$ cat src/rtl/eth_tx_arbiter.sv
// rtl/eth_tx_arbiter.sv - round-robin frame arbiter for the shared RMII transmit dibit path
module eth_tx_arbiter #(
    parameter int PRE_DIBITS = 32,
    parameter int IFG_DIBITS = 48,
    parameter int MAX_DIBITS = 6072
) (
    input  logic       clk,
    input  logic       rst,
    input  logic       req0,
    input  logic [1:0] axiid0,
    input  logic       axiiv0,
    input  logic       last0,
    output logic       grant0,
    output logic       ready0,
    input  logic       req1,
    input  logic [1:0] axiid1,
    input  logic       axiiv1,
    input  logic       last1,
    output logic       grant1,
    output logic       ready1,
    output logic [1:0] axiod,
    output logic       axiov,
    output logic       abort
);

    localparam int CW = 13;
    localparam logic [CW-1:0] PRE_END = CW'(PRE_DIBITS - 1);
    localparam logic [CW-1:0] IFG_END = CW'(IFG_DIBITS - 1);
    localparam logic [CW-1:0] MAX_END = CW'(MAX_DIBITS - 1);

    typedef enum logic [1:0] {
        IDLE     = 2'd0,
        PREAMBLE = 2'd1,
        PAYLOAD  = 2'd2,
        GAP      = 2'd3
    } state_t;

    state_t          state;
    logic [CW-1:0]   count;
    logic            last_served;
    logic            sel_iv;
    logic            sel_last;
    logic [1:0]      sel_d;

    // last_served always names the owner of the frame in flight
    always_comb begin
        sel_iv   = last_served ? axiiv1 : axiiv0;
        sel_last = last_served ? last1  : last0;
        sel_d    = last_served ? axiid1 : axiid0;
    end

    // frame sequencer: arbitration, preamble/SFD, payload forwarding, inter-frame gap
    always_ff @(posedge clk) begin
        if (rst) begin
            state       <= IDLE;
            count       <= '0;
            last_served <= 1'b1;
            grant0      <= 1'b0;
            grant1      <= 1'b0;
            ready0      <= 1'b0;
            ready1      <= 1'b0;
            axiod       <= 2'b00;
            axiov       <= 1'b0;
            abort       <= 1'b0;
        end else begin
            abort <= 1'b0;
            case (state)
                IDLE: begin
                    axiov <= 1'b0;
                    axiod <= 2'b00;
                    // on a tie the source that was not served last wins
                    if (req0 && (!req1 || last_served)) begin
                        grant0      <= 1'b1;
                        last_served <= 1'b0;
                        state       <= PREAMBLE;
                        count       <= '0;
                    end else if (req1) begin
                        grant1      <= 1'b1;
                        last_served <= 1'b1;
                        state       <= PREAMBLE;
                        count       <= '0;
                    end
                end
                PREAMBLE: begin
                    axiov <= 1'b1;
                    if (count == PRE_END) begin
                        // SFD 0xD5 ends with dibit 11 when sent LSB-first
                        axiod  <= 2'b11;
                        state  <= PAYLOAD;
                        count  <= '0;
                        ready0 <= ~last_served;
                        ready1 <= last_served;
                    end else begin
                        axiod <= 2'b01;
                        count <= count + 1'b1;
                    end
                end
                PAYLOAD: begin
                    if (sel_iv) begin
                        axiov <= 1'b1;
                        axiod <= sel_d;
                        count <= count + 1'b1;
                        if (sel_last || count == MAX_END) begin
                            abort  <= ~sel_last;
                            grant0 <= 1'b0;
                            grant1 <= 1'b0;
                            ready0 <= 1'b0;
                            ready1 <= 1'b0;
                            state  <= GAP;
                            count  <= '0;
                        end
                    end else begin
                        // underrun: a granted source must stream back-to-back
                        axiov  <= 1'b0;
                        axiod  <= 2'b00;
                        abort  <= 1'b1;
                        grant0 <= 1'b0;
                        grant1 <= 1'b0;
                        ready0 <= 1'b0;
                        ready1 <= 1'b0;
                        state  <= GAP;
                        count  <= '0;
                    end
                end
                GAP: begin
                    axiov <= 1'b0;
                    axiod <= 2'b00;
                    if (count == IFG_END) begin
                        state <= IDLE;
                        count <= '0;
                    end else begin
                        count <= count + 1'b1;
                    end
                end
                default: begin
                    state <= IDLE;
                    count <= '0;
                end
            endcase
        end
    end

endmodule

$ cat config.mk
export PLATFORM = sky130hd
export DESIGN_NAME = eth_tx_arbiter
export DESIGN_NICKNAME = d
export VERILOG_FILES = /design/src/rtl/eth_tx_arbiter.sv
export SDC_FILE = /design/constraint.sdc
export NUM_CORES = 1
export LEC_CHECK = 0
export BUFFER_PORTS_ARGS = -buffer_cell sky130_fd_sc_hd__buf_2
export CORE_UTILIZATION = 52
export CTS_BUF_LIST = sky130_fd_sc_hd__clkbuf_16
export CTS_CLUSTER_DIAMETER = 40
export DETAILED_ROUTE_END_ITERATION = 10
export PLACE_DENSITY = 0.77
export SYNTH_ARGS = -nofsm -noshare
export SYNTH_HDL_FRONTEND = slang
export SYNTH_SLANG_ARGS = --single-unit
$ cat constraint.sdc
create_clock -name clk -period 2.9 [get_ports clk]
set_input_delay 0.29 -clock clk [delete_from_list [all_inputs] [get_ports clk]]
set_output_delay 0.29 -clock clk [all_outputs]
set_load 0.01 [all_outputs]
; ---- Yosys cells after proc, flatten, opt, wreduce, memory -nomap -nowiden
; Index checks and enable logic that the tools add are counted.
[classes]
n_eq_ne = 13
mux = 36
bitwise_logic = 3
reduce_logical = 15
add_sub_neg = 1
[op_table]
columns = op, n
row1 = $mux 13, 6
row2 = $pmux 13 s4, 1
row3 = $mux 2, 9
row4 = $add 13x1->13 const B, 1
row5 = $eq 13x13->1 const B, 1
row6 = $eq 13x5->1 const B, 1
row7 = $eq 13x6->1 const B, 1
row8 = $mux 1, 13
row9 = $ne 2x2->1 const B, 5
row10 = $pmux 1 s2, 4
row11 = $pmux 2 s4, 1
row12 = $reduce_and 4->1, 2
row13 = $ne 3x3->1 const B, 2
row14 = $pmux 2 s3, 1
row15 = $reduce_and 3->1, 2
row16 = $reduce_bool 2->1, 3
row17 = $eq 2x2->1 const B, 2
row18 = $reduce_or 2->1, 2
row19 = $not 1->1, 3
row20 = $pmux 1 s3, 1
row21 = $eq 2x1->1 const B, 1
row22 = $logic_not 2->1, 1
row23 = $logic_or 1x1->1, 2
row24 = $reduce_and 2->1, 1
row25 = other kinds (2), 2
[totals]
wordCells = 78
out_inout_bits = 8
reg_bits = 24

; ---- Longest topological paths before layout
; Gate-level depths: netlist of the first run.
[depth]
depth_word = 5
mapped_depth = 8

; ---- Worst setup path before layout of the first run
; Ideal clock, no wire load.
[synth_timing]
path_type = register to register
startpoint = register count[8]
endpoint = register state[1]
setup_ns = 0.072
stages_incl_launch_ff = 7
n_path_buf = 1
t_arrival_ns = 1.869
t_required_ns = 2.828
slack_ns = 0.959
period_less_slack_ns = 1.941
path_cell_list = dfxtp_1 -> or4_4 -> o41ai_4 -> o211ai_2 -> buf_6 -> a21oi_4 -> mux2i_1
[synth_via]
elab_chain_len = 4
[synth_lines]
columns = item, line
row1 = from (decl), 39  ; logic [CW-1:0] count;
row2 = from (signal assigned), 95  ; count <= count + 1'b1;
row3 = from (signal assigned), 102  ; count <= count + 1'b1;
row4 = from (signal assigned), 132  ; count <= count + 1'b1;
row5 = $eq 13x13->1, 103  ; if (sel_last || count == MAX_END) begin
row6 = $logic_or 1x1->1, 103
row7 = $ne 3x3->1 (no source line), n/a
row8 = $reduce_and 4->1 (no source line) (*), n/a
row9 = to (signal assigned), 109  ; state <= GAP;
row10 = to (signal assigned), 121  ; state <= GAP;
row11 = to (signal assigned), 129  ; state <= IDLE;
row12 = to (decl), 38  ; state_t state;
; Every way passes the cells marked *; elsewhere a longest branch is shown, timed or not.
; A chain may end at the register's enable or synchronous reset.

; ---- Worst setup path after layout of the first run
[layout_timing]
startpoint = register count[8]
endpoint = register count[8]
[layout_via]
elab_chain_len = 5
[layout_lines]
columns = item, line
row1 = "parallel branches: the longest is 4 deep, another holds $add 13x1->13", n/a
row2 = $pmux 13 s4 (*), 67  ; case (state)
; Mark *: on every way between the ends.

==> results of run 1 <==
==> power groups by stage <==
stage	Combinational, mW	Sequential (mW)	Clock [mW]
after CTS	0.392	0.422	0.397
after global routing	0.442	0.432	0.409
after global placement	0.374	0.426	0
after detailed placement	0.387	0.430	0
final	0.392	0.422	0.395
after floorplan	0.294	0.435	0
==> state kept, by name, indices dropped and copies added, names as in the netlist <==
register / flops
state: 2
ready0: 1
abort: 1
grant0: 1
grant1: 1
count: 13
axiov: 1
ready1: 1
axiod: 2
last_served: 1
==> stage by stage <==
step                power [mW]  hold slack (ps)  cell area, um^2  setup slack (ps)
finish                    1.21              295             1560               491
global route              1.28              313             1560               380
CTS                       1.21              297             1560               527
detailed placement       0.817              446             1460               526
global placement         0.800              442             1460               651
floorplan                0.729              466             1360               959
==> logic make-up (layout without fill, tap and decap cells) <==
group	Yosys count	count (layout)	synth area share, %
adder cells (fa/ha/maj)	5	5	4.59
buffers and inverters	13	28	4.22
multiplexers	5	5	3.67
XOR/XNOR	6	6	3.85
AND/OR/NAND/NOR	68	68	26.8
flip-flops	24	24	35.2
AO/OA/AOI/OAI	36	36	21.7
==> worst reg2reg max path: cells and delay by family (launching register included) <==
kind,cells,cell delay [ps]
and+or+nand+nor,2,690
DFF,1,360
AOI/OAI and AO/OA,3,1230
==> metal layers <==
metal	up-vias	GRT usage [%]
met5	-	0
met3	13	4.31
met2	50	37.5
met1	587	34.7
li1	608	-
met4	0	12.3
==> area by class of cell <==
type / count / share of cell area (%)
clock buffer: 3 / 4.80
sequential: 24 / 30.7
tap: 30 / 2.40
inverter: 5 / 1.20
clock inverter: 1 / 1.92
timing repair buffer: 19 / 6.08
multi-input combinational: 120 / 52.8
==> final timing paths <==
kind                                         endpoint  slack (ps)  depth (start not counted)
worst max-delay path            count[8]$_SDFFE_PP0P_         490                          5
worst min-delay path              grant1$_SDFFE_PP0P_         300                          2
worst max register to register  count[8]$_SDFFE_PP0P_         490                          5
worst min register to register    ready1$_SDFFE_PP0P_         460                          1
==> layout by cell type (no fill, tap or decap), types with 2 or more instances in the layout <==
cell type	count
ha_1	5
clkbuf_16	3
buf_2	19
and4_1	2
a21oi_1	5
a211oi_1	2
xnor2_1	5
or4b_1	2
a21boi_0	2
inv_1	5
mux2i_1	5
a32o_1	3
nor4b_1	2
nor3_1	3
o2bb2ai_1	2
o21ai_0	6
nor2b_1	4
o21a_1	2
o31a_1	2
nand2_1	16
nand3_1	8
a31oi_1	3
nand4_1	4
dfxtp_1	24
o211ai_1	2
nor2_1	15
or3_1	2
==> reports/results.ini, run 1 <==
[routing]
ant_nets=0
routed-wl-met2_um=1460
routed.top_layer=met4
via_per_inst=6.23
drt_iter0_markers=52
vias=1258
drc=0
wl_um=3130
met1_length_um=1420
wl_met3_um=166
avgRoutedWirePerCell_um=15.5
drt_pass1_iterations=4

[placement]
hpwl_um=2260
numPortBuffers=19
gp_congestion=0.875
place_inst=198

[cts]
htreeDepth=1
cts_tree=done
clock_sinks=24
hold_buffers=0
cts_resized=0
clk_pin_slew_worst_paths_ps=60
cts_buffers=3
post_cts_buffers=0
clockBufferDepth=2
root_buffer=clkbuf_16
insertion_delay_ps=260

[sta]
hold_violations=0
final-setup-viol-count=0
tightest_slew_ps=671
slew_viol_final=0
final.min_clock_period_ps=2410
fin_skew_ps=6.38
max_freq_ghz=0.415
period_share_pct=83.1
setup_tns_ps=0
rsz0062_at_grt=false
slew_headroom_pct=55.3

[cells_and_area]
regArea_um2=480
drive_gt1_share_pct=18.0
fillers=209
area_growth_pct=14.6
multiInputGateArea_um2=826
antennaDiodeCount=0
instances_no_fill=202
final_net_count=190
utilization_pct=63.1

[power_and_ir_drop]
clkPwrFrac_pct=32.6
intPower_mw=0.813
pwr-share-seq_pct=34.9
p_comb_share_pct=32.4
p_sw_mw=0.397
p_per_area_nw_per_um2=774
leakagePower_nw=0.600
vdd_drop_max_mv=0.728
netSwitchingFraction_pct=32.8

[setup_path]
r2r-start=count[8]$_SDFFE_PP0P_
cp_top_family=compound AO/OA/AOI/OAI gates
critPathLaunchType=flip-flop
crit_buf_inv=0
crit_fanout=12
slowest_delay_ps=580
cp.arrival_ps=2540
crit_required_ps=3030
path_cells=or4_4 > o41ai_2 > o211ai_2 > o21ai_1 > nor2_1
crit_type=reg2reg
crit_slowest_cell=or4_4
crit_start=count[8]$_SDFFE_PP0P_
crit_path_end_kind=flip-flop

[yosys]
synthArstFlopShare_pct=0
synth.avg_cell_area_um2=8.69
yosysWarnings=0
synthesis.area_um2=1360
synthCells=157
yosys-top-cells-area=dfxtp_1 (35%), ha_1 (4.6%), nand2_1 (4.4%), nor2_1 (4.1%), mux2i_1 (3.7%)
yosys.area.top_type=dfxtp_1
yosysUniqueCellTypes=47
yosysSeqAreaShare_pct=35.2
synth_most_common_cell=dfxtp_1
synth-seq-cells=24
synth_nets=174
synthTopCellsByCount=dfxtp_1 (24), nand2_1 (16), nor2_1 (15), nand3_1 (8), o21ai_0 (6)
synth_top_area_share_pct=35.2
synth_ff_type=dfxtp_1
synth_edf_count=0

[min_path]
hp-start=rst
hp-class=in2reg

[global_routing]
grt_pass1_vias=1107
gr-usage-all-layers_pct=25.3
grt_first_pass_wirelength_um=5180
grt_max_degree=18
grt.overflow.total=0
antenna_found_initial=0

[floorplanning]
num_io_pins=20
die_x_um=53.2
rows=18
coreArea_um2=2480
die_h_um=53.2
start_util_pct=55.1
die_area_um2=2830

[job]
drv_cap=0

[status]
status=complete, no violations

Note: power is estimated with default switching activity, not from simulation.
==> run 2: changes to the inputs <==
- ABC_AREA: default -> 1
- PLACE_DENSITY: 0.77 -> 0.76
- clock period: 2.9 -> 2.48 ns (I/O delays scaled with it)
==> run 2 against run 1 <==
Net effect:
- the flow now finishes with violations (design-rule violations)
- combinational power grew 63%
- power grew 34%
- maximum frequency grew 17%
- clock power rose by 20%
- worst hold slack lost 49 ps
- non-clock buffer count is the same
- critical path type unchanged
- largest cell class unchanged
- largest power group is now combinational cells
- highest routed layer unchanged
==> reports/results.ini, run 2 <==
[cts]
root_buffer=clkbuf_16
clk_pin_slew_worst_paths_ps=70
insertion_delay_ps=260
clockBufferDepth=2
clock_sinks=24
htreeDepth=1
cts_tree=done
hold_buffers=0
post_cts_buffers=0
cts_buffers=3
cts_resized=0

[placement]
hpwl_um=2390
numPortBuffers=19
gp_congestion=0.788

[routing]
drc=4
wl_um=3330
ant_nets=0
vias=1462
drt_iter0_markers=76
avgRoutedWirePerCell_um=12.2
drt_pass1_iterations=7
via_per_inst=5.34

[global_routing]
antenna_found_initial=0
grt_first_pass_wirelength_um=5660
grt_pass1_vias=1254
gr-usage-all-layers_pct=22.4
grt_max_degree=16
grt.overflow.total=0

[yosys]
yosysUniqueCellTypes=30
synth_top_area_share_pct=30.7
yosys.area.top_type=dfxtp_1
synthesis.area_um2=1560
yosysWarnings=0
synthCells=225
synth-seq-cells=24
synth_edf_count=0
synthTopCellsByCount=nand2_1 (61), nor2_1 (28), dfxtp_1 (24), inv_1 (21), nand3_1 (14)
synthArstFlopShare_pct=0
synth_most_common_cell=nand2_1
synth.avg_cell_area_um2=6.95
synth_nets=242
yosysSeqAreaShare_pct=30.7
synth_ff_type=dfxtp_1
yosys-top-cells-area=dfxtp_1 (31%), nand2_1 (15%), nor2_1 (6.7%), nand3_2 (5.8%), a21oi_2 (5.6%)

[cells_and_area]
fillers=266
area_growth_pct=12.5
layout_common_cells=nand2_1 (61), nor2_1 (28), dfxtp_1 (24)
regArea_um2=480
antennaDiodeCount=0
layout_commonest_cell=nand2_1
drive_gt1_share_pct=21.8
reg.largest.list=count (13), axiod (2), state (2)
largest_register_ffs=13
final_net_count=261
multiInputGateArea_um2=946
top_register=count

[power_and_ir_drop]
finalPower_mw=1.62
netSwitchingFraction_pct=38.4
clkPwrFrac_pct=29.3
leakagePower_nw=0.738
p_comb_share_pct=39.6
p_sw_mw=0.621
intPower_mw=0.997
pwr-share-seq_pct=31.1
p_per_area_nw_per_um2=919
vdd_drop_max_mv=0.935

[setup_path]
cp.arrival_ps=2270
slowest_delay_ps=450
crit_slowest_cell=nor2_2
critPathLaunchType=flip-flop
r2r-start=state[0]$_SDFFE_PP0P_
crit_required_ps=2690
crit_start=state[0]$_SDFFE_PP0P_
cp_top_family=simple AND/OR/NAND/NOR gates
r2r_slack_ps=420
crit_type=reg2reg
crit_buf_inv=2
crit_fanout=15
crit_path_end_kind=flip-flop
path_cells=inv_1 > ha_1 > inv_2 > or2_1 > nor2_2 > a21oi_1 > nand3b_1 > nand2_1 > nor2_1

[sta]
rsz0062_at_grt=false
max_freq_ghz=0.485
final-setup-viol-count=0
hold_violations=0
tightest_slew_ps=574
slew_headroom_pct=61.7
final.min_clock_period_ps=2060
period_share_pct=83.2
setup_tns_ps=0
slew_viol_final=0
fin_skew_ps=4.65

[status]
status=finished, violations left
violations=design-rule violations

[floorplanning]
num_io_pins=20
start_util_pct=55.8
die_area_um2=3230
rows=19
coreArea_um2=2810
die_h_um=56.8
die_x_um=56.8

[min_path]
hp-start=axiid0[0]
hp-class=in2reg

[job]
drv_cap=0

[run 2: worst paths after layout]
path,to,cells after the start
max,state[1]$_SDFFE_PP0P_,9
min,axiod[0]$_SDFF_PP0_,3
max reg2reg,state[1]$_SDFFE_PP0P_,9
min reg2reg,grant0$_SDFFE_PP0P_,2
[run 2: worst reg2reg max path: stages, from the launching register on]
cell	delay, ps
dfxtp_1	340
inv_1	90
ha_1	270
inv_2	190
or2_1	280
nor2_2	460
a21oi_1	140
nand3b_1	120
nand2_1	50
nor2_1	70
[run 2: cell type report]
type	count	share of cell area [%]
clock buffer	3	4.27
clock inverter	1	1.71
inverter	25	5.33
multi-input combinational	171	53.8
sequential	24	27.3
tap	31	2.20
timing repair buffer	19	5.41
[run 2: cells by family (layout without fill, tap and decap cells)]
| logic type | Yosys count | after routing | synth area share [%] |
|---|---|---|---|
| AO/OA/AOI/OAI | 34 | 34 | 13.8 |
| XOR/XNOR | 6 | 6 | 3.36 |
| adder cells (fa/ha/maj) | 5 | 5 | 4.00 |
| buffers and inverters | 30 | 48 | 8.80 |
| flip-flops | 24 | 24 | 30.7 |
| AND/OR/NAND/NOR | 126 | 126 | 39.4 |
[run 2: per-layer routing]
metal	share of wire (%)	GRT usage (%)	up-vias
met2	45	35.0	34
met5	0	0	-
met1	49	31.6	661
met4	1.3	7.32	0
met3	4.9	3.46	5
li1	-	-	762
[run 2: stage by stage]
step	cells	setup slack [ps]	area, um^2	hold WS (ps)	util (%)
after floorplan	225	971	1560	317	-
after global placement	270	532	1650	453	59.0
after detailed placement	270	448	1650	460	59.0
after CTS	274	399	1760	248	62.7
after global routing	274	125	1760	266	62.7
final	274	417	1760	247	62.7
[run 2: power by group through the flow]
stage / registers (mW) / clock network, mW / logic, mW
after floorplan: 0.533 / 0 / 0.521
after global placement: 0.512 / 0 / 0.629
after detailed placement: 0.512 / 0 / 0.635
after CTS: 0.503 / 0.475 / 0.642
after global routing: 0.511 / 0.491 / 0.722
final: 0.504 / 0.474 / 0.640
==> run 3: changes to the inputs <==
- CORE_UTILIZATION: 52 -> 51
- PLACE_DENSITY: 0.76 -> 0.77
- clock period: 2.48 -> 1.8 ns (I/O delays scaled with it)
==> run 3 against run 2 <==
Net effect:
- count of clock-buffer cells in the layout unchanged
- register-to-register slack lost 270 ps
- the flow still finishes with violations (design-rule violations)
- setup slack got worse by 270 ps
- design area grew 3.6%
- global-route usage increased by 0.054 points
==> reports/results.ini, run 3 (synthesis results as in run 2) <==
[status]
status=finished, violations left
violations=design-rule violations

[placement]
postPlaceCellArea_um2=1680
gp_congestion=0.822
numPortBuffers=19
hpwl_um=2440
place_inst=274

[setup_path]
reg2reg_to=count[5]$_SDFFE_PP0P_
crit_slowest_cell=dfxtp_1
path_cells=ha_2 > nand3_1 > nor2_1 > nand2_1 > nand2_1 > nand3_4 > buf_12 > nand3_1 > a21oi_1
cp_top_family=simple AND/OR/NAND/NOR gates
crit_path_end_kind=flip-flop
crit_type=reg2reg
critPathLaunchType=flip-flop
crit_required_ps=1930
slowest_delay_ps=380
r2r-start=count[0]$_SDFFE_PP0P_
crit_buf_inv=1
r2r_slack_ps=150
crit_fanout=11
reg2regPathDepth=9
cp.arrival_ps=1780

[cts]
cts_buffers=3
hold_buffers=0
insertion_delay_ps=260
clk_pin_slew_worst_paths_ps=60
root_buffer=clkbuf_16
cts_tree=done
htreeDepth=1
clockBufferDepth=2
clock_sinks=24

[floorplanning]
die_area_um2=3290
num_io_pins=20
start_util_pct=55.3
rows=19
die_x_um=57.4
die_h_um=57.4
coreArea_um2=2830

[sta]
hold_violations=0
period_share_pct=91.6
setup_tns_ps=0
rsz0062_at_grt=false
holdWs_ps=178
slew_viol_final=0
slew_headroom_pct=74.9
fin_skew_ps=3.34
max_freq_ghz=0.607
final-setup-viol-count=0
final.min_clock_period_ps=1650
tightest_slew_ps=376

[min_path]
hp-start=axiid0[0]
hold_path_end=axiod[0]$_SDFF_PP0_
hold_path_depth=3
hp-class=in2reg

[global_routing]
grt_max_degree=15
gr-usage-all-layers_pct=22.5
grt_pass1_vias=1347
grt_first_pass_wirelength_um=5810
grt.overflow.total=0
antenna_found_initial=0

[routing]
wl_um=3400
ant_nets=0
drt_pass1_iterations=7
drc=5
vias=1473
avgRoutedWirePerCell_um=12.1
via_per_inst=5.26
drt_iter0_markers=71

[cells_and_area]
area_growth_pct=16.5
instances_no_fill=280
top_register=count
multiInputGateArea_um2=951
final_net_count=267
drive_gt1_share_pct=24.5
layout_common_cells=nand2_1 (61), nor2_1 (27), dfxtp_1 (24)
antennaDiodeCount=0
reg.largest.list=count (13), axiod (2), state (2)
regArea_um2=480
largest_register_ffs=13
fillers=255
design_area_um2=1820
layout_commonest_cell=nand2_1

[power_and_ir_drop]
intPower_mw=1.47
p_per_area_nw_per_um2=1290
vdd_drop_max_mv=1.07
p_comb_share_pct=43.3
p_sw_mw=0.885
netSwitchingFraction_pct=37.6
leakagePower_nw=0.770
pwr-share-seq_pct=29.6
clkPwrFrac_pct=27.1

[job]
drv_cap=0

==> run 3: cell count changes in the layout (fill, tap and decap cells not counted) <==
cell,before,now
buf_12,0,1
buf_4,0,5
nor2_1,28,27
ha_1,5,4
nor2_2,1,2
ha_2,0,1
==> run 3: metrics by stage <==
step,power (mW),util (%),worst slack [ps]
finish,2.36,64.4,151
global route,2.52,64.4,2.23
CTS,2.26,63.2,68.8
detailed placement,1.62,59.5,111
global placement,1.62,59.5,158
floorplan,1.45,-,291
==> run 3: worst max path at each step <==
stage	cells past startpoint	start	end
final	9	count[0]$_SDFFE_PP0P_	count[5]$_SDFFE_PP0P_
after global routing	9	count[0]$_SDFFE_PP0P_	count[5]$_SDFFE_PP0P_
after CTS	9	count[0]$_SDFFE_PP0P_	state[1]$_SDFFE_PP0P_
after detailed placement	9	count[0]$_SDFFE_PP0P_	state[1]$_SDFFE_PP0P_
after global placement	9	count[0]$_SDFFE_PP0P_	state[1]$_SDFFE_PP0P_
after floorplan	8	state[0]$_SDFFE_PP0P_	count[8]$_SDFFE_PP0P_
==> run 3: metal layers <==
layer  up-vias  track usage, %  part of all wire [%]
met5         -               0                     0
met4         0            6.97                   1.4
met3         7            2.95                   3.7
met2        26            35.7                    44
met1       668            31.7                    51
li1        772               -                     -
==> run 3: power by group through the flow <==
stage	logic [mW]	registers [mW]	clock network, mW
2_1_floorplan	0.717	0.734	0
3_3_place_gp	0.912	0.704	0
3_5_place_dp	0.914	0.707	0
4_1_cts	0.920	0.695	0.647
5_1_grt	1.14	0.708	0.672
6_report	1.02	0.697	0.638
==> run 3: worst register-to-register path, cell delays in order (launching register included) <==
cell and delay, ps:
dfxtp_1 380, ha_2 220, nand3_1 160, nor2_1 140, nand2_1 90, nand2_1 130, nand3_4 110, buf_12 170
nand3_1 70, a21oi_1 60
==> run 3: cell type report <==
cell class	count	area share, %
sequential	24	26.4
clock buffer	3	4.12
tap	31	2.13
timing repair buffer	25	8.38
multi-input combinational	171	52.2
clock inverter	1	1.65
inverter	25	5.15
==> run 3: what timing repair did <==
action | 4_1_cts | 5_1_grt
endpoints found under the setup margin | 0 | 12
resized for setup | 0 | 2
buffers inserted | 0 | 2
